==> src/rtl/uart_pkg.sv <==
`default_nettype none
// ============================================================================
//  Module   : uart_pkg
//  Brief    : Shared UART definitions (state encoding, frame constants) used
//             by the transmitter and intended for reuse by a future receiver.
//  Revision : 1.0 - initial release
// ============================================================================
package uart_pkg;

  // Data bits per frame (8N1 framing).
  localparam int unsigned DATA_BITS = 8;

  // Default bit period: 50 MHz / 9600 baud.
  localparam logic [15:0] CLKS_PER_BIT_DEFAULT = 16'd5208;

  // Index of the last data bit shifted out, sized to the bit-index register.
  localparam logic [2:0] LAST_DATA_IDX = 3'(DATA_BITS - 1);

  // Transmitter frame phases; LEAD is a one-bit idle guard before START.
  typedef enum logic [2:0] {
    IDLE  = 3'd0,
    LEAD  = 3'd1,
    START = 3'd2,
    DATA  = 3'd3,
    STOP  = 3'd4
  } uart_state_e;

endpackage
`default_nettype wire

==> src/rtl/uart_baud_counter.sv <==
`default_nettype none
// ============================================================================
//  Module   : uart_baud_counter
//  Brief    : Bit-period timer. Counts 0..CLKS_PER_BIT-1 and flags the last
//             cycle of each bit period; held at zero while clear_i is high.
//  Revision : 1.0 - initial release
// ============================================================================
module uart_baud_counter
  import uart_pkg::*;
#(
  parameter logic [15:0] CLKS_PER_BIT = CLKS_PER_BIT_DEFAULT
) (
  input  logic clock_i,
  input  logic reset_i,
  input  logic clear_i,
  output logic bit_tick_o
);

  logic [15:0] cnt_q;
  logic [15:0] cnt_d;
  logic        last_w;

  assign last_w     = (cnt_q == (CLKS_PER_BIT - 16'd1));
  // A cleared counter never ticks, so the FSM cannot advance while idle.
  assign bit_tick_o = last_w && !clear_i;

  // Next count: wrap at the bit boundary, hold at zero while cleared.
  always_comb begin
    cnt_d = cnt_q + 16'd1;
    if (clear_i || last_w) begin
      cnt_d = '0;
    end
  end

  // Counter register with synchronous reset.
  always_ff @(posedge clock_i) begin
    if (reset_i) begin
      cnt_q <= '0;
    end else begin
      cnt_q <= cnt_d;
    end
  end

endmodule
`default_nettype wire

==> src/rtl/uart_tx.sv <==
`default_nettype none
// ============================================================================
//  Module   : uart_tx
//  Brief    : Transmit-only 8N1 UART serializer, LSB first. A one-cycle
//             enable in IDLE latches writedata and sends an 11-bit-period
//             frame (idle guard, start, 8 data, stop); done pulses for one
//             cycle as the FSM returns to IDLE.
//  Revision : 1.0 - initial release
// ============================================================================
module uart_tx
  import uart_pkg::*;
#(
  parameter logic [15:0] CLKS_PER_BIT = CLKS_PER_BIT_DEFAULT
) (
  input  logic       clock,
  input  logic       resetn,
  input  logic [7:0] writedata,
  input  logic       enable,
  output logic       done,
  output logic       tx
);

  uart_state_e state_q;
  uart_state_e state_d;
  logic [7:0]  shift_q;
  logic [7:0]  shift_d;
  logic [2:0]  bit_idx_q;
  logic [2:0]  bit_idx_d;
  logic        tx_q;
  logic        tx_d;
  logic        done_q;
  logic        done_d;
  logic        baud_clear_w;
  logic        bit_tick_w;

  // The bit timer is held at zero in IDLE so that the first bit period
  // starts exactly on the accepting edge.
  assign baud_clear_w = (state_q == IDLE);

  uart_baud_counter #(
    .CLKS_PER_BIT (CLKS_PER_BIT)
  ) u_baud (
    .clock_i    (clock),
    .reset_i    (resetn),
    .clear_i    (baud_clear_w),
    .bit_tick_o (bit_tick_w)
  );

  // Next-state logic; tx_d is the value the line takes for the next bit.
  always_comb begin
    state_d   = state_q;
    shift_d   = shift_q;
    bit_idx_d = bit_idx_q;
    tx_d      = tx_q;
    done_d    = 1'b0;

    unique case (state_q)
      IDLE: begin
        tx_d = 1'b1;
        if (enable) begin
          shift_d   = writedata;
          bit_idx_d = '0;
          state_d   = LEAD;
        end
      end

      LEAD: begin
        if (bit_tick_w) begin
          tx_d    = 1'b0;
          state_d = START;
        end
      end

      START: begin
        if (bit_tick_w) begin
          tx_d      = shift_q[0];
          shift_d   = {1'b0, shift_q[7:1]};
          bit_idx_d = '0;
          state_d   = DATA;
        end
      end

      DATA: begin
        if (bit_tick_w) begin
          if (bit_idx_q == LAST_DATA_IDX) begin
            tx_d    = 1'b1;
            state_d = STOP;
          end else begin
            tx_d      = shift_q[0];
            shift_d   = {1'b0, shift_q[7:1]};
            bit_idx_d = bit_idx_q + 3'd1;
          end
        end
      end

      STOP: begin
        if (bit_tick_w) begin
          tx_d    = 1'b1;
          done_d  = 1'b1;
          state_d = IDLE;
        end
      end

      default: begin
        tx_d    = 1'b1;
        state_d = IDLE;
      end
    endcase
  end

  // State and output registers; reset aborts any frame without a done pulse.
  always_ff @(posedge clock) begin
    if (resetn) begin
      state_q   <= IDLE;
      shift_q   <= '0;
      bit_idx_q <= '0;
      tx_q      <= 1'b1;
      done_q    <= 1'b0;
    end else begin
      state_q   <= state_d;
      shift_q   <= shift_d;
      bit_idx_q <= bit_idx_d;
      tx_q      <= tx_d;
      done_q    <= done_d;
    end
  end

  assign tx   = tx_q;
  assign done = done_q;

endmodule
`default_nettype wire

==> config.mk <==
export PLATFORM = sky130hd
export DESIGN_NAME = uart_tx
export DESIGN_NICKNAME = d
export VERILOG_FILES = /design/src/rtl/uart_pkg.sv /design/src/rtl/uart_baud_counter.sv /design/src/rtl/uart_tx.sv
export SDC_FILE = /design/constraint.sdc
export NUM_CORES = 1
export LEC_CHECK = 0
export ABC_AREA = 1
export BUFFER_PORTS_ARGS = -buffer_cell sky130_fd_sc_hd__buf_4
export CAP_MARGIN = 25
export CORE_MARGIN = 5
export CORE_UTILIZATION = 30
export CTS_CLUSTER_SIZE = 30
export DETAILED_ROUTE_END_ITERATION = 10
export PLACE_DENSITY = 0.44
export SLEW_MARGIN = 20
export SYNTH_ARGS = -nofsm -noshare
export SYNTH_HDL_FRONTEND = slang
export SYNTH_SLANG_ARGS = --single-unit
==> constraint.sdc <==
create_clock -name clock -period 1.3 [get_ports clock]
set_clock_uncertainty 0.05 [all_clocks]
set_input_delay 0 -clock clock [delete_from_list [all_inputs] [get_ports clock]]
set_output_delay 0 -clock clock [all_outputs]
set_load 0.02 [all_outputs]
# Word-level counts from Yosys, hierarchy flattened
# Cells that the tools add are included.
# Widths: inputs -> output; s select.
# op_classes
n_addsub	2
n_eq_ne	13
mux	23
bitwise	1
n_reduce_logical	10
# op_table
op	n
$mux 8	4
$mux 3	9
$pmux 8 s3	1
$add 16x1->16 const B	1
$eq 16x13->1 const B	1
$pmux 3 s5	1
$ne 2x2->1 const B	7
$pmux 3 s3	1
$eq 3x2->1 const B	2
$eq 3x3->1 const B	2
$mux 1	6
$reduce_and 6->1	1
$reduce_and 5->1	1
$pmux 1 s4	1
$reduce_and 4->1	1
$reduce_or 2->1	2
$add 3x1->3 const B	1
$eq 3x1->1 const B	1
$logic_not 3->1	1
$reduce_bool 3->1	1
$logic_and 1x1->1	1
$logic_not 1->1	1
$logic_or 1x1->1	1
$not 1->1	1
# totals
ff_bits	32
inputBits	11
output_inout_bits	2
word_cells	55

# Longest topological paths before layout
# Gate-level depths: netlist (run 1).
# logic_depth
depth_word	5
ltp_mapped	11
mapped_depth_nobuf	11

# Hierarchy
# From an unflattened synthesis (run 1), not the netlist that was laid out.
# hier_totals
hier_cells	277
area_unflattened_um2	1790.5
# by_module_without_submodules
module	instances	cells_each	area_per_inst_um2	seq_area_each_um2
uart_tx	1	153	950.9	320.3
uart_baud_counter	1	124	839.6	320.3

# Worst setup path after synthesis (run 1)
# OpenSTA, ideal clock, no wires.
# synth_timing
path_type	register to register
from	register bit_idx_q[0]
to	register shift_q[0]
setup_time_ns	0.115
t_arrival_ns	1.266
t_required_ns	1.135
setup_slack_ns	-0.131
path_stages_with_launch	10
n_path_buf	1
period_less_slack_ns	1.431
cell_sequence	dfxtp_1 ha_1 ha_1 nand4_1 nand2_1 nor2_4 buf_6 nand3b_1 nand2_1 nor2_1
# synth_via
elab_chain_cells	3
# synth_lines
element	line_no	text
start, declared	uart_tx.sv:27	logic [2:0] bit_idx_q;
start signal, assigned	uart_tx.sv:122	bit_idx_q <= bit_idx_d;
$eq 3x3->1	uart_tx.sv:85	if (bit_idx_q == LAST_DATA_IDX) begin
$ne 2x2->1 (no line)	n/a	
$reduce_and 5->1 (no line)	n/a	
end signal, assigned	uart_tx.sv:121	shift_q <= shift_d;
end, declared	uart_tx.sv:25	logic [7:0] shift_q;
# Every way passes these cells.
# A chain may end at the register's enable or synchronous reset.

# Worst setup path after layout (run 1)
# layout_timing
from	register bit_idx_q[1]
to	register bit_idx_q[0]
# layout_via
elab_chain_cells	3
# layout_lines
element	line_no
$eq 3x3->1	uart_tx.sv:85
$ne 2x2->1 (no line)	n/a
$reduce_and 5->1 (no line)	n/a
# Every way passes these cells.

==> flow_results.org, run 1 <==
** Finish
- In the final layout, the multi-input gates occupy 1310 um^2.
- Summing all flip-flop and latch instances after layout gives 671 um^2.
- Layout-stage area growth over the synthesis result :: 50.0%
- The layout has around 630 filler cells.
- 0 antenna diodes ended up in the layout.
- Net count, final :: 354
- The post-route netlist has about two fifths of its cells at a drive strength greater than 1.
- Summing all non-filler instances in the final layout gives an area of 2810 um^2.

** Detailed routing
- After detailed routing, the number of vias per cell comes to 4.78.
- For this run, design rule violations remaining after detail routing come to 0.
- Drt pass-1 iters :: 4
- Vias after detailed routing :: between 1,500 and 2,000
- After the first detailed-routing iteration, the DRC count stood at just over 80.
- Wire per inst :: around 12 um
- Sum of routed wire length over all layers :: 5150 um
- Once detail routing completed, the nets flagged for antenna violations numbered 0.

** Clock tree
- In this run the clock root is driven by a sky130_fd_sc_hd__clkbuf_8.
- CTS built an H-tree with a depth of 2.
- Number of buffers created by CTS :: 5
- No sink is reached through more buffers than the 2 on the longest clock path.
- At the later pin of the worst-skew pair, clock insertion delay measures ~0.29 ns.
- TritonCTS built the clock tree.
- Clock-pin slew was measured on the worst setup and hold paths at 0.08 ns.
- CTS sink count :: 32

** Power
- Static power due to leakage :: 1.17 nW
- Across the VDD grid, the largest voltage drop is 1.02 mV.
- For this design the ratio of total power to cell area is roughly 1800 nW/um^2.

** Logic synthesis
- In the synthesized netlist, the number of instances is 276.
- Count of unique library cells instantiated by Yosys :: 29
- Each instance of the synthesized netlist takes up on average ~6.8 um^2.
- The number of nets in the synthesized netlist is 290.
- Proportion of synthesized chip area in sequential cells :: 34.2%
- Syn Std Cell Area :: 1870 um^2
- Number of warnings issued by yosys :: 0
- The synthesized design contains 32 register bits.

** STA
- In the finished design, the share of the clock period the worst path needs comes to 113%.
- Min cycle time layout :: 1.47 ns
- Tightest hold margin :: 0.0415 ns
- Count of endpoints failing setup in the final report :: 28
- Max-Slew Margin vs Limit :: 82.6%
- Pins Over Slew Limit :: 0
- Achievable frequency :: 0.679 GHz
- Slew at the pin with the worst max-slew slack :: 0.259 ns
- Final critical-path setup slack :: -0.174 ns
- The final number of hold-violating endpoints came to 0.
- Unrepaired setup endpoints after global routing :: yes

** Critical path
- CP delay by family, top :: simple AND/OR/NAND/NOR gates
- CP peak stage delay :: between 0.3 and 0.4 ns
- Dominant cell type by count on the critical path :: sky130_fd_sc_hd__ha_4
- The worst setup path is launched from a flop.
- STA classifies the critical path endpoint as a flop.
- Measured in cells, the most critical reg-to-reg path has a length of 9.
- Reg-to-reg slack, setup :: -0.17 ns
- Data on the critical path arrives at its endpoint at ~1.6 ns.
- The worst register-to-register path begins at bit_idx_q[1].
- Cell breakdown of the critical path :: ha_4, ha_4, nand4_1, nand2_2, nor2_4, clkbuf_16, nand3_2, nand2_1, nor2_1
- At the worst endpoint, the required time is 1.43 ns.
- For this design, the slowest cell found on the critical path is sky130_fd_sc_hd__dfxtp_2.
- R2r endpoint :: bit_idx_q[0]
- Together, buffers and inverters on the worst path number 1.
- The critical path runs through a total of 9 cells.
- Type of the worst setup path :: reg2reg
- Crit path max fanout :: 11

** Hold path
- WHS Path Cells :: 5
- The startpoint identified for the worst hold timing path is writedata[7].
- For hold timing, the worst endpoint is shift_q[7].
- The worst hold path belongs to the class in2reg.

** Global route
- Maximum number of pins on one net before global-route repair :: 23
- The number of antenna violations at the first check in global routing came to 0.
- Tot GR Track Use :: 13.3%
- Overflow left after global routing :: 0
- The first global-routing pass estimated 8200 um of wire.
- Number of global-route vias before repair :: 1,789

** Floorplanning
- Measured along the y axis, the die boundary spans 89.0 um.
- X dimension of the die :: ~89 um
- The total area inside the core boundary comes to between 5000 and 6000 um^2.
- The floorplan step defined a die boundary enclosing 7920 um^2.
- Starting Density :: 31.2%
- The initialized floorplan defines 28 standard-cell rows.
- 13 I/O pins were placed.

** Placed design
- The wire-length estimate of the detail-placed layout is 3570 um.
- Area after detailed placement :: 2350 um^2
- The congestion estimate from routability-driven global placement came to 0.803.
- Number of buffers inserted by port buffering :: 12

** Outcome
- The run finished, with violations left.
- The checks that failed: setup timing.

** Run
- Max-cap viol count :: 0
==> power breakdown <==
group / leakage [nW] / switching (mW) / internal, mW
Sequential: 0.269 / 0.201 / 1.24
Combinational: 0.851 / 1.39 / 1.22
Clock: 0.0552 / 0.397 / 0.569
Total: 1.17 / 1.99 / 3.04
==> worst max path at each step <==
stage | startpoint | to | slack, ns
floorplan | bit_idx_q[0] | shift_q[0] | -0.09
finish | bit_idx_q[1] | bit_idx_q[0] | -0.17
CTS | bit_idx_q[1] | bit_idx_q[1] | -0.19
global route | bit_idx_q[1] | shift_q[4] | -0.26
global placement | bit_idx_q[1] | bit_idx_q[0] | -0.14
detailed placement | bit_idx_q[1] | shift_q[7] | -0.18
==> area by class of cell <==
| type | instances | share of cell area, % |
|---|---|---|
| multi-input combinational | 213 | 46.5 |
| sequential | 32 | 23.9 |
| timing repair buffer | 63 | 19.1 |
| inverter | 25 | 3.34 |
| tap | 75 | 3.34 |
| clock buffer | 6 | 2.58 |
| clock inverter | 2 | 1.25 |
==> cell usage in the layout, fill, tap and decap left out, drive strengths merged <==
| master | n |
|---|---|
| clkbuf | 7 |
| nor3 | 8 |
| nand3b | 9 |
| o21ai | 3 |
| dlygate4sd3 | 1 |
| nand4 | 9 |
| xnor2 | 1 |
| or2 | 2 |
| nand2 | 77 |
| nor2 | 40 |
| clkinv | 1 |
| bufinv | 1 |
| a21oi | 23 |
| nand3 | 34 |
| inv | 25 |
| xor2 | 1 |
| buf | 61 |
| dfxtp | 32 |
| o211ai | 1 |
| ha | 3 |
| nor3b | 2 |
==> cell families (layout without fill, tap and decap cells) <==
kind of cell,after synthesis,after routing,share of synthesized area [%]
adders and majority gates,3,3,2.01
AOI/OAI and AO/OA,27,27,7.35
buffers and inverters,33,96,9.42
and+or+nand+nor,179,181,46.1
DFF,32,32,34.2
xor gates and xnor gates,2,2,0.936
==> worst reg2reg max path: cells and delay by family, from the launching register on <==
family,cells,cell delay (ns)
flip-flops,1,0.34
AND/OR/NAND/NOR,6,0.50
adder cells (fa/ha/maj),2,0.31
buffers and inverters,1,0.18
==> sequential cells by signal, indices dropped and copies added (netlist names) <==
| register | cells |
|---|---|
| bit_idx_q | 3 |
| done | 1 |
| shift_q | 8 |
| state_q | 3 |
| tx | 1 |
| u_baud.cnt_q | 16 |
==> layer usage <==
metal	wire, um	up-vias	track usage, %
li1	-	1038	-
met1	2420	920	17.2
met2	2530	23	21.9
met3	140	7	3.04
met4	63	0	4.47
met5	0	-	0
==> timing repair <==
| action | in CTS | in global routing |
|---|---|---|
| gates cloned | 0 | 3 |
| setup buffers | 1 | 9 |
| setup endpoints to repair | 31 | 32 |
| endpoints found under the hold margin | 3 | 0 |
| pin swaps | 4 | 16 |
| gates resized for setup | 11 | 68 |
| hold buffers | 1 | 0 |
==> stage by stage <==
stage / utilization (%) / total power, mW / setup slack (ns) / std cells / setup TNS, ns
finish: 46.9 / 5.03 / -0.174 / 416 / -2.08
floorplan: - / 3.15 / -0.0939 / 276 / -0.930
CTS: 41.8 / 4.59 / -0.193 / 407 / -2.88
detailed placement: 39.3 / 3.57 / -0.183 / 397 / -3.16
global placement: 39.3 / 3.55 / -0.144 / 397 / -2.77
global route: 46.9 / 5.48 / -0.260 / 416 / -4.75
==> cell usage after synthesis, drive strengths merged <==
library cell,instances,area [um^2]
nor2,40,160
nor3,8,40.0
or2,2,12.5
nand2,75,307
nand4,9,56.3
nand3,34,200
inv,25,93.8
buf,8,82.6
o21ai,3,15.0
xor2,1,8.76
a21oi,23,115
nand3b,9,71.3
o211ai,1,7.51
xnor2,1,8.76
nor3b,2,15.0
ha,3,37.5
dfxtp,32,641
Power figures use the tool's default switching activity.
==> run 2: changes to the inputs <==
ABC_CLOCK_PERIOD_IN_PS = 1300   (was default)
SKIP_CTS_REPAIR_TIMING = 1   (was default)
==> flow_results.org, run 2 (synthesis gave the netlist of run 1 again) <==
** Clock tree
- The clock latency reported for the late side of the worst-skew pair is 0.28 ns (about the same).
- Number of buffers created by CTS :: 5 (unchanged)
- CTS H-tree lvls :: 2 (unchanged)
- Clock slew at the register clock pins of the worst setup and hold paths :: 0.08 ns (about the same)
- Bufs on Longest Clock Path :: 2 (unchanged)
- Clock tree synthesis selected as its root buffer the cell sky130_fd_sc_hd__clkbuf_8.
- The clock sink total came to 32 (unchanged).
- TritonCTS built the clock tree.

** Hold path
- The tightest min-delay check is of the in2reg type.

** Power
- Worst IR drop on VDD :: 1.05 mV (+2.6%)
- The leakage power total is 1.15 nW (-2.4%).
- Total power consumption of the routed design :: 4.85 mW (-3.6%)
- The total power divided by cell area came to 1770 nW/um^2 (-1.2%).

** STA
- Unrepaired setup endpoints after global routing :: yes
- Final critical-path setup slack :: -0.157 ns (+0.0167 ns)
- Min cycle time layout :: 1.46 ns (-0.0167 ns)
- The relative max-transition margin is 81.7% (-0.86 points).
- The transition time at the pin with the least slew margin came to 0.272 ns (+0.0127 ns).
- The final number of hold-violating endpoints is 0 (unchanged).
- The number of failing setup endpoints in the final timing report was 26 (-7.1%).
- Crit share post-route :: 112% (-1.3 points)
- The achievable clock frequency came to 0.686 GHz (+1.1%).
- Sum Neg Setup Slack :: -2.03 ns (+0.0465 ns)
- Pins Over Slew Limit :: 0 (unchanged)
- The hold slack is 0.0473 ns (+0.00580 ns).

** Critical path
- Cell breakdown of the critical path :: ha_4, ha_4, nand4_1, nand2_2, nor2_4, buf_12, nand3b_1, nand2_1, nor2_1
- WP data arrival :: 1.59 ns (about the same)
- Dominant cell type by count on the critical path :: sky130_fd_sc_hd__ha_4
- STA classifies the critical path startpoint as a flop.
- CP peak stage delay :: 0.34 ns (about the same)
- The worst path buffer plus inverter count was 1 (unchanged).
- The required time of the critical path came to 1.43 ns (about the same).
- STA classifies the critical path endpoint as a flop.
- Crit path max fanout :: 22 (+11)
- Critical path's slowest cell :: sky130_fd_sc_hd__dfxtp_2
- CP delay by family, top :: simple AND/OR/NAND/NOR gates
- Type of the worst setup path :: reg2reg

** Global route
- Global-route wire length before repair :: 8140 um (-0.76%)
- The largest net degree at the start of global routing was 23 (unchanged).
- Antenna violations before repair :: 0 (unchanged)
- Overflow left after global routing :: 0 (unchanged)
- The overall global routing resource usage is 13.2% (-0.095 points).
- Number of global-route vias before repair :: 1,772 (-0.95%)

** Floorplanning
- Die Ht :: 89.0 um (unchanged)
- The placeable core area was 5990 um^2 (unchanged).
- X dimension of the die :: 89.0 um (unchanged)
- Number of core rows :: 28 (unchanged)
- The number of top-level design ports was 13 (unchanged).
- Starting Density :: 31.2% (unchanged)
- Area of the die :: 7920 um^2 (unchanged)

** Finish
- Layout-stage area growth over the synthesis result :: 46.3%
- Count of non-filler cells in the finished layout :: 416 (unchanged)
- Leaving out fill and tap cells, the most frequent cell in the layout is sky130_fd_sc_hd__nand2_1.
- Net count, final :: 354 (unchanged)
- The number of flip-flops under the largest register name was 16 (unchanged).
- Share of cells above drive strength 1 :: 38.7% (-3.2 points)
- Diode count :: 0 (unchanged)
- Cell area after layout :: 2740 um^2 (-2.5%)
- Commonest cells after routing, fill and taps aside :: 64 x sky130_fd_sc_hd__nand2_1, 59 x sky130_fd_sc_hd__buf_4, 29 x sky130_fd_sc_hd__nand3_1
- The largest registers in the layout are u_baud.cnt_q: 16 flops, shift_q: 8 flops.
- Largest reg by FF count :: u_baud.cnt_q
- Fraction of the core area covered by cells at the end of the flow :: 45.7% (-1.1 points)

** Placed design
- The total of buffers placed on input and output ports was 12 (unchanged).
- Hpwl dp :: 3570 um (unchanged)
- Placed cell count :: 397 (unchanged)
- The pre-CTS setup slack came to -0.183 ns (unchanged).
- The area after detailed placement is 2350 um^2 (unchanged).
- The global placer's final weighted congestion came to 0.803 (unchanged).

** Detailed routing
- The average detailed-routed wire length per instance was 11.9 um (-4.1%).
- Residual DRC :: 0 (unchanged)
- Drt pass-1 iters :: 4 (unchanged)
- The via count came to 1,967 (-1.1%).
- The initial DRC count came to 70 (-15%).
- Sum of routed wire length over all layers :: 4940 um (-4.1%)
- The vias per cell is 4.73 (-1.1%).
- The antenna violation net count after detailed routing is 0 (unchanged).

** Outcome
- Run status :: finished, violations left
- The checks that failed: setup timing.

** Run
- The total of max-cap violations was 0 (unchanged).
## run 2: path summary, 6_finish.rpt
path	start	end	slack [ns]	cells past startpoint
hold / removal	writedata[7]	shift_q[7]	0.05	5
hold reg to reg	u_baud.cnt_q[0]	u_baud.cnt_q[0]	0.39	1
setup reg to reg	bit_idx_q[1]	shift_q[3]	-0.16	9
setup / recovery	bit_idx_q[1]	shift_q[3]	-0.16	9
## run 2: layout make-up
| class | instances | area [um^2] |
|---|---|---|
| multi-input cells | 213 | 1270 |
| repair buffers | 63 | 499 |
| flip-flops and latches | 32 | 667 |
| clock inverters | 2 | 35.0 |
| clock buffers | 6 | 72.6 |
| well taps | 75 | 93.8 |
| fillers | 621 | 3250 |
| inverters | 25 | 96.3 |
## run 2: power breakdown
group | switching, mW | internal (mW) | total (mW)
Combinational | 1.32 | 1.11 | 2.43
Clock | 0.396 | 0.569 | 0.966
Sequential | 0.206 | 1.24 | 1.45
Total | 1.92 | 2.93 | 4.85
## run 2: routing by layer
metal / global-route usage [%] / up-vias / share of wire [%]
met4: 4.47 / 0 / 1.2
met2: 21.9 / 24 / 50
met1: 17.0 / 896 / 46
li1: - / 1040 / -
met5: 0 / - / 0
met3: 3.04 / 7 / 2.8
## run 2: worst min-delay path, delay by kind of cell
| family | cells | cell delay (ns) |
|---|---|---|
| buf+inv | 1 | 0.08 |
| simple gates | 4 | 0.27 |
==> run 3: changes to the inputs <==
ABC_AREA = default   (was 1)
CTS_BUF_LIST = sky130_fd_sc_hd__clkbuf_16   (was default)
==> flow_results.org, run 3 <==
** Logic synthesis
- Leading post-synthesis cells by instance count :: 32 x sky130_fd_sc_hd__dfxtp_1, 22 x sky130_fd_sc_hd__nor2_1, 20 x sky130_fd_sc_hd__nand3_1, 12 x sky130_fd_sc_hd__xnor2_1
- The netlist area before placement came to 1600 um^2 (-15%).
- Count of unique library cells instantiated by Yosys :: 41 (+41%)
- Among all cell types in the netlist, the one instantiated most often is sky130_fd_sc_hd__dfxtp_1.
- Post-synth EDFFs :: 0 (unchanged)
- Async SR Flop Fraction :: 0% (unchanged)
- Dominant synthesized flop cell :: sky130_fd_sc_hd__dfxtp_1
- Proportion of synthesized chip area in sequential cells :: 40.2% (+5.9 points)
- Mean Syn Cell Area :: 8.77 um^2 (+29%)
- Number of warnings issued by yosys :: 0 (unchanged)
- The post-synthesis sequential element count was 32 (unchanged).
- Mapped Cells :: 182 (-34%)
- The synthesized netlist net count is 196 (-32%).
- Share of Yosys cell area claimed by the top area cell type :: 40.2% (+5.9 points)
- Cell taking the most area after synthesis :: sky130_fd_sc_hd__dfxtp_1
- Top cells by area, synth :: sky130_fd_sc_hd__dfxtp_1 40%, sky130_fd_sc_hd__xnor2_1 6.6%, sky130_fd_sc_hd__nand3_1 6.3%

** Global route
- The total global routing overflow is 0 (unchanged).
- Antenna violations before repair :: 0 (unchanged)
- Global-route wire length before repair :: 6770 um (-17%)
- Tot GR Track Use :: 11.9% (-1.3 points)
- Number of global-route vias before repair :: 1,481 (-16%)
- The largest net degree at the start of global routing came to 21 (-8.7%).

** Clock tree
- Bufs on Longest Clock Path :: 2 (unchanged)
- Clock tree from TritonCTS :: yes
- The CTS buffer count came to 5 (unchanged).
- The count of H-tree levels built during CTS was 2 (unchanged).
- The clock sink total came to 32 (unchanged).
- The cell sitting at the root of the clock tree is a sky130_fd_sc_hd__clkbuf_16.
- The clock latency reported for the late side of the worst-skew pair came to 0.27 ns (about the same).
- Clock slew at the register clock pins of the worst setup and hold paths :: 0.05 ns (-0.03 ns)

** Placed design
- The total instance count after detailed placement came to 297 (-25%).
- Area after detailed placement :: 2120 um^2 (-10%)
- The final HPWL from detailed placement is 2930 um (-18%).
- RePlAce Congestion :: 0.773 (-3.7%)
- Number of buffers inserted by port buffering :: 12 (unchanged)

** STA
- Achievable frequency :: 0.632 GHz (-7.9%)
- Setup repair after global routing could not meet its margin everywhere.
- The shortest clock period the worst path allows after layout was 1.58 ns (+0.125 ns).
- The hold slack came to -0.0285 ns (-0.0758 ns).
- The max-slew violation count is 0 (unchanged).
- The final setup slack of the worst path was -0.282 ns (-0.125 ns).
- The final number of hold-violating endpoints is 6 (+6).
- The transition time at the pin with the least slew margin was 0.332 ns (+0.0597 ns).
- The setup TNS came to -5.64 ns (-3.61 ns).
- Max-Slew Margin vs Limit :: 77.8% (-4.0 points)
- Crit share post-route :: 122% (+9.6 points)
- Count of endpoints failing setup in the final report :: 29 (+12%)

** Detailed routing
- Wire per inst :: 13.7 um (+16%)
- Drt pass-1 iters :: 4 (unchanged)
- Sum of routed wire length over all layers :: 4220 um (-15%)
- The post-detailed-route DRC marker count was 0 (unchanged).
- The vias per cell came to 4.97 (+5.1%).
- DRT iter0 DRCs :: 88 (+26%)
- Vias after detailed routing :: 1,525 (-22%)
- Remaining number of nets flagged by the antenna check after routing :: 0 (unchanged)

** Finish
- The summed area of non-filler cells in the final layout came to 2460 um^2 (-10%).
- The library cells used most frequently in the layout, excluding fill and tap cells, are 54 x sky130_fd_sc_hd__buf_4, 24 x sky130_fd_sc_hd__dfxtp_1, 20 x sky130_fd_sc_hd__nor2_1.
- Leaving out fill and tap cells, the most frequent cell in the layout is sky130_fd_sc_hd__buf_4.
- The count of non-filler cells in the finished layout is 307 (-26%).
- The share of final-layout standard cells stronger than drive strength 1 was 45.6% (+6.9 points).
- Fraction of the core area covered by cells at the end of the flow :: 47.8% (+2.1 points)
- Layout-stage area growth over the synthesis result :: 54.0%
- The layout net count came to 251 (-29%).
- Filler cell count :: 529 (-15%)
- Largest registers :: u_baud.cnt_q: 16 flops, shift_q: 8 flops
- Diode count :: 0 (unchanged)
- The area occupied by multi-input gates was 1070 um^2 (-16%).
- Largest reg by FF count :: u_baud.cnt_q
- The total area of sequential cells came to 651 um^2 (-2.4%).
- The number of flip-flops under the largest register name is 16 (unchanged).

** Critical path
- Type of the worst setup path :: reg2reg
- The data arrival at the endpoint of the critical path came to 1.68 ns (+0.09 ns).
- STA classifies the critical path endpoint as a flop.
- STA classifies the critical path startpoint as a flop.
- Data required time at the worst endpoint :: 1.40 ns (-0.03 ns)
- The biggest fanout along the worst timing path came to 4 (-82%).

** Outcome
- The final reports fail on hold timing, setup timing.
- The run finished, with violations left.

** Power
- The total power after layout was 2.28 mW (-53%).
- P_sw :: 0.489 mW (-75%)
- Part of the power in combinational logic :: 8.1% (-42 points)
- The total power divided by cell area was 928 nW/um^2 (-48%).
- Switching part of the total :: 21.5% (-18 points)
- The internal cell power is 1.79 mW (-39%).
- Worst IR drop on VDD :: 0.544 mV (-48%)
- Flop pwr share :: 44.6% (+15 points)
- Static power due to leakage :: 0.939 nW (-18%)
- Clock network fraction of design power :: 47.3% (+27 points)

** Floorplanning
- The die area was 6880 um^2 (-13%).
- The placeable core area was 5140 um^2 (-14%).
- The number of top-level design ports came to 13 (unchanged).
- X dimension of the die :: 82.9 um (-6.8%)
- Die Ht :: 82.9 um (-6.8%)
- Number of core rows :: 26 (-7.1%)
- The effective utilization at floorplan was 31.0% (-0.21 points).

** Hold path
- Type of the tightest min-delay check :: in2reg

** Run
- The total of max-cap violations was 0 (unchanged).
## run 3: changes by cell type after synthesis, sizes merged, moves of 7 or more
cell    change
nand3      -14
nand2      -65
nor2       -18
xnor2      +11
a22oi       +7
nand3b      -8
a21oi      -21
inv        -20
## run 3: path summary, 6_finish.rpt
kind / cells past startpoint / startpoint / endpoint / slack, ns
max reg2reg: 6 / bit_idx_q[1] / shift_q[2] / -0.28
min: 3 / writedata[4] / shift_q[4] / -0.03
min reg2reg: 2 / shift_q[7] / shift_q[7] / 0.44
max: 6 / bit_idx_q[1] / shift_q[2] / -0.28
## run 3: area by class of cell
type | instances | share of cell area, %
Clock buffer | 5 | 5.09
Clock inverter | 2 | 0.357
Inverter | 5 | 0.764
Multi-Input combinational cell | 134 | 43.7
Sequential cell | 32 | 26.5
Tap cell | 70 | 3.57
Timing Repair Buffer | 59 | 20.1
## run 3: critical path, stage by stage, from the launching register on
cell	delay, ns
sky130_fd_sc_hd__dfxtp_2	0.33
sky130_fd_sc_hd__ha_4	0.16
sky130_fd_sc_hd__ha_4	0.15
sky130_fd_sc_hd__o32a_4	0.35
sky130_fd_sc_hd__clkbuf_16	0.17
sky130_fd_sc_hd__a22oi_2	0.14
sky130_fd_sc_hd__o211ai_1	0.11
## run 3: cells by family (layout without fill, tap and decap cells)
kind of cell,count (synthesis),in the layout,share of synthesized area [%]
AOI/OAI and AO/OA,26,26,13.3
xor gates and xnor gates,15,15,8.24
adders and majority gates,3,3,2.35
buffers and inverters,16,71,4.86
DFF,32,32,40.2
muxes,3,3,1.88
and+or+nand+nor,87,87,29.2
## run 3: layer usage
metal,vias up,global-route usage [%],wire length (um),part of all wire (%)
li1,767,-,-,-
met4,0,5.20,55,1.3
met5,-,0,0,0
met2,22,18.2,1960,46
met3,6,3.56,126,3.0
met1,730,15.4,2080,49
## run 3: stage by stage
stage	hold WS [ns]	setup slack, ns
after floorplan	0.126	-0.288
after global placement	0.248	-0.331
after detailed placement	0.252	-0.372
after CTS	-0.0381	-0.372
after global routing	-0.0122	-0.354
final	-0.0285	-0.282
## run 3: power groups by stage
stage	registers (mW)	logic, mW	clock network (mW)
2_1_floorplan	1.03	0.0873	0
3_3_place_gp	1.04	0.155	0
3_5_place_dp	1.04	0.157	0
4_1_cts	1.02	0.157	1.12
5_1_grt	1.02	0.201	1.15
6_report	1.02	0.184	1.08
